`config.mk`:
```
export PLATFORM = sky130hd
export DESIGN_NAME = frame_transmitter
export DESIGN_NICKNAME = d
export VERILOG_FILES = /design/src/rtl/frame_transmitter.sv
export SDC_FILE = /design/constraint.sdc
export NUM_CORES = 1
export LEC_CHECK = 0
export CORE_ASPECT_RATIO = 0.8
export CORE_MARGIN = 10
export CORE_UTILIZATION = 30
export CTS_CLUSTER_SIZE = 24
export DETAILED_ROUTE_END_ITERATION = 10
export GPL_ROUTABILITY_DRIVEN = 0
export MAX_ROUTING_LAYER = met4
export PLACE_DENSITY = 0.64
export SLEW_MARGIN = 20
export SYNTH_ARGS = -nofsm -noshare
export SYNTH_HDL_FRONTEND = slang
export SYNTH_SLANG_ARGS = --single-unit
```
`constraint.sdc`:
```
create_clock -name clk -period 2.9 [get_ports clk]
set_input_delay 0.435 -clock clk [delete_from_list [all_inputs] [get_ports clk]]
set_output_delay 0.435 -clock clk [all_outputs]
set_load 0.005 [all_outputs]
```
`src/rtl/frame_transmitter.sv`:
```
// frame_transmitter: serializes one buffered frame as FRAME_START, byte-stuffed payload, FRAME_END.
// Define FRAME_TX_RETRY_EN to build the confirmation wait and retransmission logic.
module frame_transmitter #(
  parameter int unsigned DATA_SIZE     = 64,
  parameter int unsigned PREAMBLE_SIZE = 7,
  parameter int unsigned CRC_SIZE      = 4,
  parameter logic [7:0]  FRAME_START   = 8'h06,
  parameter logic [7:0]  FRAME_END     = 8'h07,
  parameter logic [7:0]  ESC_VAL       = 8'h14,
  parameter logic [7:0]  ESC_XOR       = 8'h20,
  parameter logic [7:0]  OKAY          = 8'h05,
  parameter logic [7:0]  ERROR         = 8'h04,
  parameter logic [7:0]  FATAL_ERROR   = 8'h08,
  parameter int unsigned MAX_RETRY     = 3,
  parameter int unsigned ACK_TIMEOUT   = 1000000
) (
  input  logic                                               clk,
  input  logic                                               rst_n,
  input  logic [0:(PREAMBLE_SIZE+DATA_SIZE+CRC_SIZE)*8-1]    fin,
  input  logic                                               fin_valid,
  output logic                                               fin_ready,
  output logic [7:0]                                         tx_data,
  output logic                                               tx_valid,
  input  logic                                               tx_ready,
  input  logic [7:0]                                         ack_code,
  input  logic                                               ack_valid,
  output logic                                               done,
  output logic [7:0]                                         status
);

  localparam int unsigned NBYTES = PREAMBLE_SIZE + DATA_SIZE + CRC_SIZE;
  localparam int unsigned IDX_W  = $clog2(NBYTES);
  localparam logic [IDX_W-1:0] LAST_IDX = IDX_W'(NBYTES - 1);

`ifdef FRAME_TX_RETRY_EN
  localparam int unsigned RETRY_W = (MAX_RETRY > 0) ? $clog2(MAX_RETRY + 1) : 1;
  localparam int unsigned TIMER_W = $clog2(ACK_TIMEOUT + 1);
  localparam logic [TIMER_W-1:0] TIMER_LAST = TIMER_W'(ACK_TIMEOUT - 1);

  typedef enum logic [2:0] {
    S_IDLE, S_START, S_BYTE, S_ESC2, S_END, S_WAIT_ACK, S_DONE
  } state_t;
`else
  typedef enum logic [2:0] {
    S_IDLE, S_START, S_BYTE, S_ESC2, S_END, S_DONE
  } state_t;
`endif

  state_t                                 state_q, state_d;
  logic [IDX_W-1:0]                       idx_q, idx_d;
  logic [0:(PREAMBLE_SIZE+DATA_SIZE+CRC_SIZE)*8-1] frame_q;
  logic                                   load;
  logic                                   byte_xfer;
  logic [7:0]                             cur_byte;
  logic                                   need_esc;

`ifdef FRAME_TX_RETRY_EN
  logic [RETRY_W-1:0] retry_q, retry_d;
  logic [TIMER_W-1:0] timer_q, timer_d;
  logic [7:0]         status_q, status_d;
`else
  logic unused_ok;
  assign unused_ok = ^{ack_code, ack_valid, ERROR, FATAL_ERROR, 32'(MAX_RETRY), 32'(ACK_TIMEOUT)};
`endif

  assign cur_byte = frame_q[{idx_q, 3'b000} +: 8];
  assign need_esc = (cur_byte == FRAME_START) || (cur_byte == FRAME_END) || (cur_byte == ESC_VAL);

  always_comb begin
    state_d   = state_q;
    idx_d     = idx_q;
    load      = 1'b0;
    byte_xfer = 1'b0;
    fin_ready = 1'b0;
    tx_valid  = 1'b0;
    tx_data   = '0;
    done      = 1'b0;
    status    = '0;
`ifdef FRAME_TX_RETRY_EN
    retry_d   = retry_q;
    timer_d   = timer_q;
    status_d  = status_q;
`endif
    case (state_q)
      S_IDLE: begin
        fin_ready = 1'b1;
        if (fin_valid) begin
          load    = 1'b1;
          idx_d   = '0;
`ifdef FRAME_TX_RETRY_EN
          retry_d = '0;
`endif
          state_d = S_START;
        end
      end
      S_START: begin
        tx_valid = 1'b1;
        tx_data  = FRAME_START;
        if (tx_ready) state_d = S_BYTE;
      end
      S_BYTE: begin
        tx_valid = 1'b1;
        if (need_esc) begin
          tx_data = ESC_VAL;
          if (tx_ready) state_d = S_ESC2;
        end else begin
          tx_data   = cur_byte;
          byte_xfer = tx_ready;
        end
      end
      S_ESC2: begin
        tx_valid  = 1'b1;
        tx_data   = cur_byte ^ ESC_XOR;
        byte_xfer = tx_ready;
      end
      S_END: begin
        tx_valid = 1'b1;
        tx_data  = FRAME_END;
        if (tx_ready) begin
`ifdef FRAME_TX_RETRY_EN
          timer_d = '0;
          state_d = S_WAIT_ACK;
`else
          state_d = S_DONE;
`endif
        end
      end
`ifdef FRAME_TX_RETRY_EN
      S_WAIT_ACK: begin
        timer_d = timer_q + 1'b1;
        // A confirmation on the timeout cycle takes priority over the timeout.
        if (ack_valid && (ack_code == OKAY)) begin
          status_d = OKAY;
          state_d  = S_DONE;
        end else if ((ack_valid && (ack_code == ERROR)) || (timer_q == TIMER_LAST)) begin
          if (retry_q < RETRY_W'(MAX_RETRY)) begin
            retry_d = retry_q + 1'b1;
            idx_d   = '0;
            state_d = S_START;
          end else begin
            status_d = FATAL_ERROR;
            state_d  = S_DONE;
          end
        end
      end
`endif
      S_DONE: begin
        done    = 1'b1;
`ifdef FRAME_TX_RETRY_EN
        status  = status_q;
`else
        status  = OKAY;
`endif
        state_d = S_IDLE;
      end
      default: state_d = S_IDLE;
    endcase

    // Plain bytes and the second half of an escape pair advance the index identically.
    if (byte_xfer) begin
      if (idx_q == LAST_IDX) begin
        state_d = S_END;
      end else begin
        idx_d   = idx_q + 1'b1;
        state_d = S_BYTE;
      end
    end
  end

  always_ff @(posedge clk or negedge rst_n) begin
    if (!rst_n) begin
      state_q  <= S_IDLE;
      idx_q    <= '0;
      frame_q  <= '0;
`ifdef FRAME_TX_RETRY_EN
      retry_q  <= '0;
      timer_q  <= '0;
      status_q <= '0;
`endif
    end else begin
      state_q  <= state_d;
      idx_q    <= idx_d;
      if (load) frame_q <= fin;
`ifdef FRAME_TX_RETRY_EN
      retry_q  <= retry_d;
      timer_q  <= timer_d;
      status_q <= status_d;
`endif
    end
  end

endmodule
```
* Word-level counts from Yosys, hierarchy flattened
Cells that the tools add are included.
Word-level totals: bits in read-only memories 0, output and inout port bits 19, register bits after elaboration 610, latch bits 0, bits in writable memories 0, memories 0, word-level logic and storage cells 49
Cells by class: equality and inequality tests 15, shift operators 1, bitwise operators 2, $lt $le $gt $ge 0, $add $sub $neg 1, $mul 0, reduce and logical (&&, ||, !) cells 5, mux-type cells 22, div/mod/pow operators 0
Operators with widths (number):
- 600-bit by 11-bit indexed part select with 601-bit output | 1
- 8-bit one-hot mux with 4 select lines | 1
- 7-bit 2-to-1 mux | 4
- 3-bit 2-to-1 mux | 8
- 8-bit by 3-bit equality test with 1-bit output (second input constant) | 2
- 3-bit != test (second input constant) | 5
- 3-bit one-hot mux with 5 select lines | 1
- 10-bit inverter with 11-bit output | 1
- 8-bit by 5-bit equality test with 1-bit output (second input constant) | 1
- 8-bit 2-to-1 mux | 1
- 7-bit by 1-bit adder with 7-bit output (second input constant) | 1
- 7-bit equality test (second input constant) | 1
- 3-bit by 2-bit equality test with 1-bit output (second input constant) | 2
- 3-bit equality test (second input constant) | 2
- 1-bit 2-to-1 mux | 6
- 6-bit AND reduction | 1
- 4-bit OR reduction | 1
- 3-bit by 1-bit equality test with 1-bit output (second input constant) | 1
- 3-bit logical NOT | 1
- 1-bit logical OR | 2
- 2-bit != test (second input constant) | 1
- 1-bit one-hot mux with 2 select lines | 1
- 1-bit inverter | 1

* Depth between registers and ports, before layout
Gate-level depths: netlist of the first run.
depth in word-level cells 9, depth in mapped cells 14

* Least setup slack after synthesis of the first run
Ideal clock, no wire load.
path type reg2out, start point register idx_q[0], end point output tx_data[0], cell stages (with the launch flop) 12, slack -243 ps, required time 2465 ps, data arrival time 2708 ps, buffers on the path 2, cells stage by stage dfrtp_1 > buf_6 > buf_12 > mux4_1 > mux4_2 > nand2_1 > o21ai_1 > a221oi_1 > and3b_4 > o2111ai_2 > nand2_1 > o21ai_0
Between the ends: longest elaborated chain between the ends 7
Ends and longest elaborated chain:
- start, declared | RTL line 50 | logic [IDX_W-1:0] idx_q, idx_d;
- start signal, assigned | RTL line 182 | idx_q <= idx_d;
- 10-bit inverter with 11-bit output (not written as such) * | RTL line 66 | assign cur_byte = frame_q[{idx_q, 3'b000} +: 8];
- 600-bit by 11-bit indexed part select with 601-bit output * | RTL line 66
- 8-bit by 3-bit equality test with 1-bit output | RTL line 67 | assign need_esc = (cur_byte == FRAME_START) || (cur_byte == FRAME_END) || (cur_byte == ESC_VAL);
- 1-bit logical OR (2 in series) | RTL line 67
- 8-bit 2-to-1 mux | RTL line 103 | if (need_esc) begin
- 8-bit one-hot mux with 4 select lines * | RTL line 84 | case (state_q)
- end, declared | RTL line 22 | output logic [7:0] tx_data,
Every way passes the cells marked *; elsewhere a longest branch is shown, timed or not.

* Worst setup path after layout of the first run
Same ends and word-level chain as after synthesis.

==> results.yml, run 1 <==
cells_and_area:
  finalNonFillerCells: 5225
  final_core_util: 0.432
  final-seq-area_um2: 15300
  syn2layout_area_growth_pct: 43.0
  fillerInstances: 9159
  nNetsFinal: 4534
  multi_input_area_um2: 12700
  layout-drive-gt1-share: 0.152
power_and_ir_drop:
  p_switching_mw: 16.3
  internal_power_mw: 27.6
  p_total_mw: 43.9
  p_leak_nw: 19.9
  powerDensity_nw_per_um2: 1070
  p_comb_frac: 0.461
  ir_drop_uv: 463
  clock_power_share: 0.201
  swShare: 0.371
  p_seq_frac: 0.338
synthesis:
  ys_seq_elements: 610
  ys_top_cells_by_area: "dfrtp_1, nand2_1, mux4_2, mux2i_1, clkbuf_1"
  ys.flop_type: "dfrtp_1"
  post-synth-top-area-cell: "dfrtp_1"
  synth_area_um2: 28600
  post_synth.cell_area_avg_um2: 9.11
  synth.most_common_cell: "nand2_1"
  synth.top_cell.area_share: 0.533
  synthArstFlopShare: 1.00
  synth_edf_count: 0
  synthTopCellsByCount: "nand2_1, dfrtp_1, clkbuf_1"
  ys_seq_area_frac: 0.533
  yosys_warnings: 0
  synthCells: 3144
  synthDistinctLibCells: 72
critical_path:
  crit_chain: "buf_12 > buf_4 > mux4_1 > nor2b_1 > a211oi_2 > buf_4 > a2111oi_4 > buf_4 > nor4b_4 > nor2b_2 > o2111ai_4 > nand2_4 > buf_6 > o21ai_2 > buf_2"
  cpMaxStageDelayCell: "mux4_1"
  cp_max_fo: 6
  required_ps: 2470
  critical_path_class: "reg -> out"
  critPathMaxStageDelay_ps: 550
  path_common_cell: "buf_4"
  worstPathArrival_ps: 3870
  start_kind: "flip-flop"
  worstSetupEndpointType: "primary output"
  path_delay_family: "buffers and inverters"
  path_buf_inv: 6
routing:
  route.detailed.drc: 0
  routedWlPerCell_um: 21.4
  vias_per_cell: 4.78
  vias: 24958
  drtAntennaViolNets: 0
  drt-pass1-iter-count: 5
  drt_iter0_markers: 2067
  routed_wl_um: 112000
clock_network:
  cts_buffers: 69
  cts_buffer_depth: 3
  clock_latency_ps: 610
  cts.clk_slew.worst_paths_ps: 70
  clock_sinks: 610
  cts_root_buffer: "clkbuf_16"
  h-tree-depth: 3
  cts_tree: "built"
sta:
  rsz0062_at_grt: "yes"
  tightest_slew_ps: 588
  fmaxAchievable_mhz: 232
  period_needed_ps: 4310
  fin_tns_setup_ps: -16290
  final_hold_viol_count: 0
  setup_violations: 18
  drv_slew: 0
  holdWs_ps: 347
  slew_headroom: 0.608
  post-route-period-util: 1.48
  setup_ws_ps: -1410
  final.setup_skew_ps: 17.1
grt:
  grt_max_degree: 109
  antenna_found_initial: 25
  grt_pass1_vias: 25661
  grt_first_pass_wirelength_um: 163000
  gr-total-overflow: 0
  track_usage: 0.206
run_status:
  status: "finished, violations left"
  violations: "setup timing"
placed_design:
  port_buffers: 616
  dp_cells: 5037
  dpl.hpwl_um: 85300
floorplan:
  die_h_um: 296
  placementRows: 101
  dieArea_um2: 108000
  num_io_pins: 632
  core_area_um2: 94800
  initial_core_util: 0.302
  fp.dieW_um: 366
hold_path:
  worstHoldPathType: "in -> reg"
job:
  drv_cap: 0
==> layout make-up <==
cell class	instances	area share
sequential	610	0.373
timing repair buffer	903	0.222
antenna	25	0.00153
tap	1236	0.0377
clock buffer	92	0.0472
multi-input combinational	2329	0.311
clock inverter	24	0.00708
inverter	6	0.000550
==> worst paths after layout <==
path	end	from	cells past startpoint	slack, ps
setup / recovery	tx_data[0]	idx_q[0]	15	-1410
hold / removal	frame_q[271]	fin[271]	3	350
setup reg to reg	idx_q[1]	idx_q[0]	16	-700
hold reg to reg	frame_q[0]	frame_q[0]	2	470
max in group asynchronous	frame_q[347]	rst_n	3	1550
min in group asynchronous	frame_q[496]	rst_n	2	380
==> metrics by stage <==
| stage | worst slack, ps | cell area (µm²) |
|---|---|---|
| 5_1_grt | -1550 | 41000 |
| 6_report | -1410 | 41000 |
| 4_1_cts | -1450 | 40600 |
| 3_5_place_dp | -1710 | 37700 |
| 3_3_place_gp | -1680 | 37700 |
| 2_1_floorplan | -136 | 28700 |
==> sequential cells by signal, summed over array words and instances, names as in the netlist <==
register,count
frame_q,600
idx_q,7
state_q,3
==> power by group through the flow <==
stage	sequential (mW)	clock [mW]	combinational (mW)
2_1_floorplan	13.7	0	10.8
3_3_place_gp	14.9	0	17.9
3_5_place_dp	14.9	0	18.3
4_1_cts	14.8	8.99	19.9
5_1_grt	15.2	9.33	22.0
6_report	14.8	8.83	20.2
==> layout by cell type (no fill, tap or decap), types with 7 or more instances in the layout <==
cell type / Yosys / final
nand2_1: 1858 / 1852
a22oi_1: 39 / 32
clkdlybuf4s50_1: 0 / 607
buf_4: 19 / 210
buf_6: 9 / 22
buf_12: 7 / 51
nor2b_1: 15 / 11
a22oi_2: 0 / 7
nand3_1: 22 / 18
o211ai_1: 8 / 8
nor2_1: 38 / 32
a21oi_1: 25 / 16
a21oi_2: 0 / 7
mux2_2: 13 / 12
clkbuf_8: 9 / 8
mux4_1: 20 / 14
clkbuf_1: 140 / 13
mux2i_1: 77 / 73
dfrtp_1: 610 / 605
diode_2: 0 / 25
mux4_2: 92 / 98
clkbuf_16: 0 / 72
o21ai_1: 2 / 7
clkinv_2: 0 / 11
==> worst register-to-register path, stage by stage (launching register included) <==
cell and delay (ps):
dfrtp_4 430, buf_12 150, buf_4 130, mux4_1 550, nor2b_1 150, a211oi_2 250
buf_4 180, a2111oi_4 50, buf_4 190, nor4b_4 330, and3b_4 270, o2111ai_4 140
buf_4 170, buf_6 120, nand2_2 70, buf_6 120, mux2i_4 220
==> routing by layer <==
| metal | share of wire | routed length [µm] | vias up | track usage |
|---|---|---|---|---|
| li1 | - | - | 11714 | - |
| met1 | 0.43 | 48400 | 12298 | 0.267 |
| met2 | 0.47 | 53000 | 820 | 0.324 |
| met3 | 0.075 | 8380 | 126 | 0.0508 |
| met4 | 0.018 | 1980 | 0 | 0.0468 |
| met5 | 0 | 0 | - | - |
==> logic make-up (layout without fill, tap and decap cells) <==
group,count (synthesis),in the layout,synth area share
AND/OR/NAND/NOR,1976,1976,0.267
multiplexers,202,202,0.123
other,1,31,0.000131
buffers and inverters,210,1025,0.0404
adder cells (fa/ha/maj),2,2,0.000873
XOR/XNOR,3,3,0.000917
AO/OA/AOI/OAI,140,140,0.0356
flip-flops,610,610,0.533
==> what timing repair did <==
item / 4_1_cts / 5_1_grt
buffers inserted: 35 / 12
hold buffers: 1 / 0
pin swaps: 45 / 16
hold endpoints to repair: 47 / 0
cloned: 2 / 1
gates resized for setup: 142 / 27
endpoints found under the setup margin: 19 / 19
Power figures use the tool's default switching activity.
==> run 2, diff against run 1 <==
Settings changed: CORE_ASPECT_RATIO 0.8 to 1.4.
==> results.yml, run 2 (synthesis results as in run 1) <==
run_status:
  status: "finished, violations left"
  violations: "setup timing"
placed_design:
  dp_cells: 5022
  dpl.hpwl_um: 87200
  port_buffers: 616
  placed_cell_area_um2: 37500
  place_ws_ps: -1520
floorplan:
  die_h_um: 386
  core_area_um2: 95100
  placementRows: 134
  fp.dieW_um: 281
  num_io_pins: 632
  initial_core_util: 0.301
  dieArea_um2: 108000
grt:
  gr-total-overflow: 0
  antenna_found_initial: 35
  grt_max_degree: 109
  grt_first_pass_wirelength_um: 167000
  track_usage: 0.213
  grt_pass1_vias: 26117
clock_network:
  clock_latency_ps: 630
  cts_tree: "built"
  cts_root_buffer: "clkbuf_16"
  cts_buffer_depth: 3
  cts_buffers: 68
  h-tree-depth: 3
  clock_sinks: 610
  cts.clk_slew.worst_paths_ps: 60
cells_and_area:
  nNetsFinal: 4530
  largest_reg_flops: 600
  reg_top3: "frame_q (600), idx_q (7), state_q (3)"
  finalNonFillerCells: 5225
  final-seq-area_um2: 15300
  layout_common_cells: "nand2_1, clkdlybuf4s50_1, dfrtp_1"
  fin_area_um2: 41200
  final_core_util: 0.433
  multi_input_area_um2: 12900
  largest-register: "frame_q"
  layout-drive-gt1-share: 0.161
  fillerInstances: 9078
  final_common_cell: "nand2_1"
  syn2layout_area_growth_pct: 43.8
sta:
  holdWs_ps: 333
  period_needed_ps: 4280
  drv_slew: 0
  post-route-period-util: 1.48
  slew_headroom: 0.594
  setup_violations: 18
  final.setup_skew_ps: 28.5
  final_hold_viol_count: 0
  tightest_slew_ps: 607
  setup_ws_ps: -1380
  fmaxAchievable_mhz: 233
  rsz0062_at_grt: "yes"
power_and_ir_drop:
  ir_drop_uv: 488
  powerDensity_nw_per_um2: 1080
  p_leak_nw: 20.0
routing:
  routedWlPerCell_um: 22.0
  drtAntennaViolNets: 0
  route.detailed.drc: 0
  vias_per_cell: 4.79
  drt_iter0_markers: 2104
  routed_wl_um: 115000
  vias: 25007
  drt-pass1-iter-count: 7
job:
  drv_cap: 0
hold_path:
  worstHoldPathType: "in -> reg"
critical_path:
  critical_path_class: "reg -> out"
  worstPathArrival_ps: 3850
  required_ps: 2470
  worstSetupEndpointType: "primary output"
  start_kind: "flip-flop"
  r2r_setup_slack_ps: -630
  cp_max_fo: 6
==> run 2: layout make-up <==
cell class	instances	area share
diodes	35	0.00213
clock buffers	93	0.0483
clock inverters	28	0.00611
inverters	6	0.000547
multi-input cells	2329	0.314
flip-flops and latches	610	0.371
well taps	1224	0.0372
repair buffers	900	0.221
==> run 2: power by group <==
group	internal (mW)	switching, mW
registers	12.4	2.50
logic	10.2	10.5
clock network	5.03	3.76
total	27.6	16.7
==> run 2: worst paths after layout <==
check | start | endpoint | cells after the start
hold reg to reg | frame_q[286] | frame_q[286] | 2
setup / recovery | idx_q[0] | tx_data[0] | 16
hold / removal | fin[217] | frame_q[217] | 3
max in group asynchronous | rst_n | frame_q[82] | 3
setup reg to reg | idx_q[0] | idx_q[1] | 17
min in group asynchronous | rst_n | frame_q[12] | 2
==> run 2: through the flow <==
step | power [mW] | TNS, ps
after floorplan | 24.6 | -503
after global placement | 32.5 | -17030
after detailed placement | 32.9 | -17220
after CTS | 43.9 | -14700
after global routing | 47.0 | -17330
final | 44.3 | -15420
==> run 2: timing repair <==
item / 4_1_cts / 5_1_grt
hold buffers: 1 / 0
gates resized for setup: 160 / 62
setup endpoints to repair: 18 / 19
buffers inserted: 38 / 15
cloned: 6 / 0
endpoints found under the hold margin: 38 / 0
pin swaps: 41 / 44
==> run 2: critical path, stage by stage, from the launching register on <==
cell and delay, ps:
dfrtp_4 510, buf_12 140, buf_12 130, buf_6 120, mux4_2 500, a22oi_2 290
nand3_2 120, nor3_2 210, a211oi_2 70, buf_4 190, nor3b_4 230, buf_6 130
o2111ai_4 140, nand2_4 130, buf_6 110, o21ai_2 50, buf_2 130
==> run 2: metal layers <==
layer  vias up  GRT usage  routed length, µm
met5         -          -                  0
met4         0      0.101               4840
met3       183     0.0376               6840
met2       831      0.348              56900
met1     12276      0.254              46600
li1      11717          -                  -
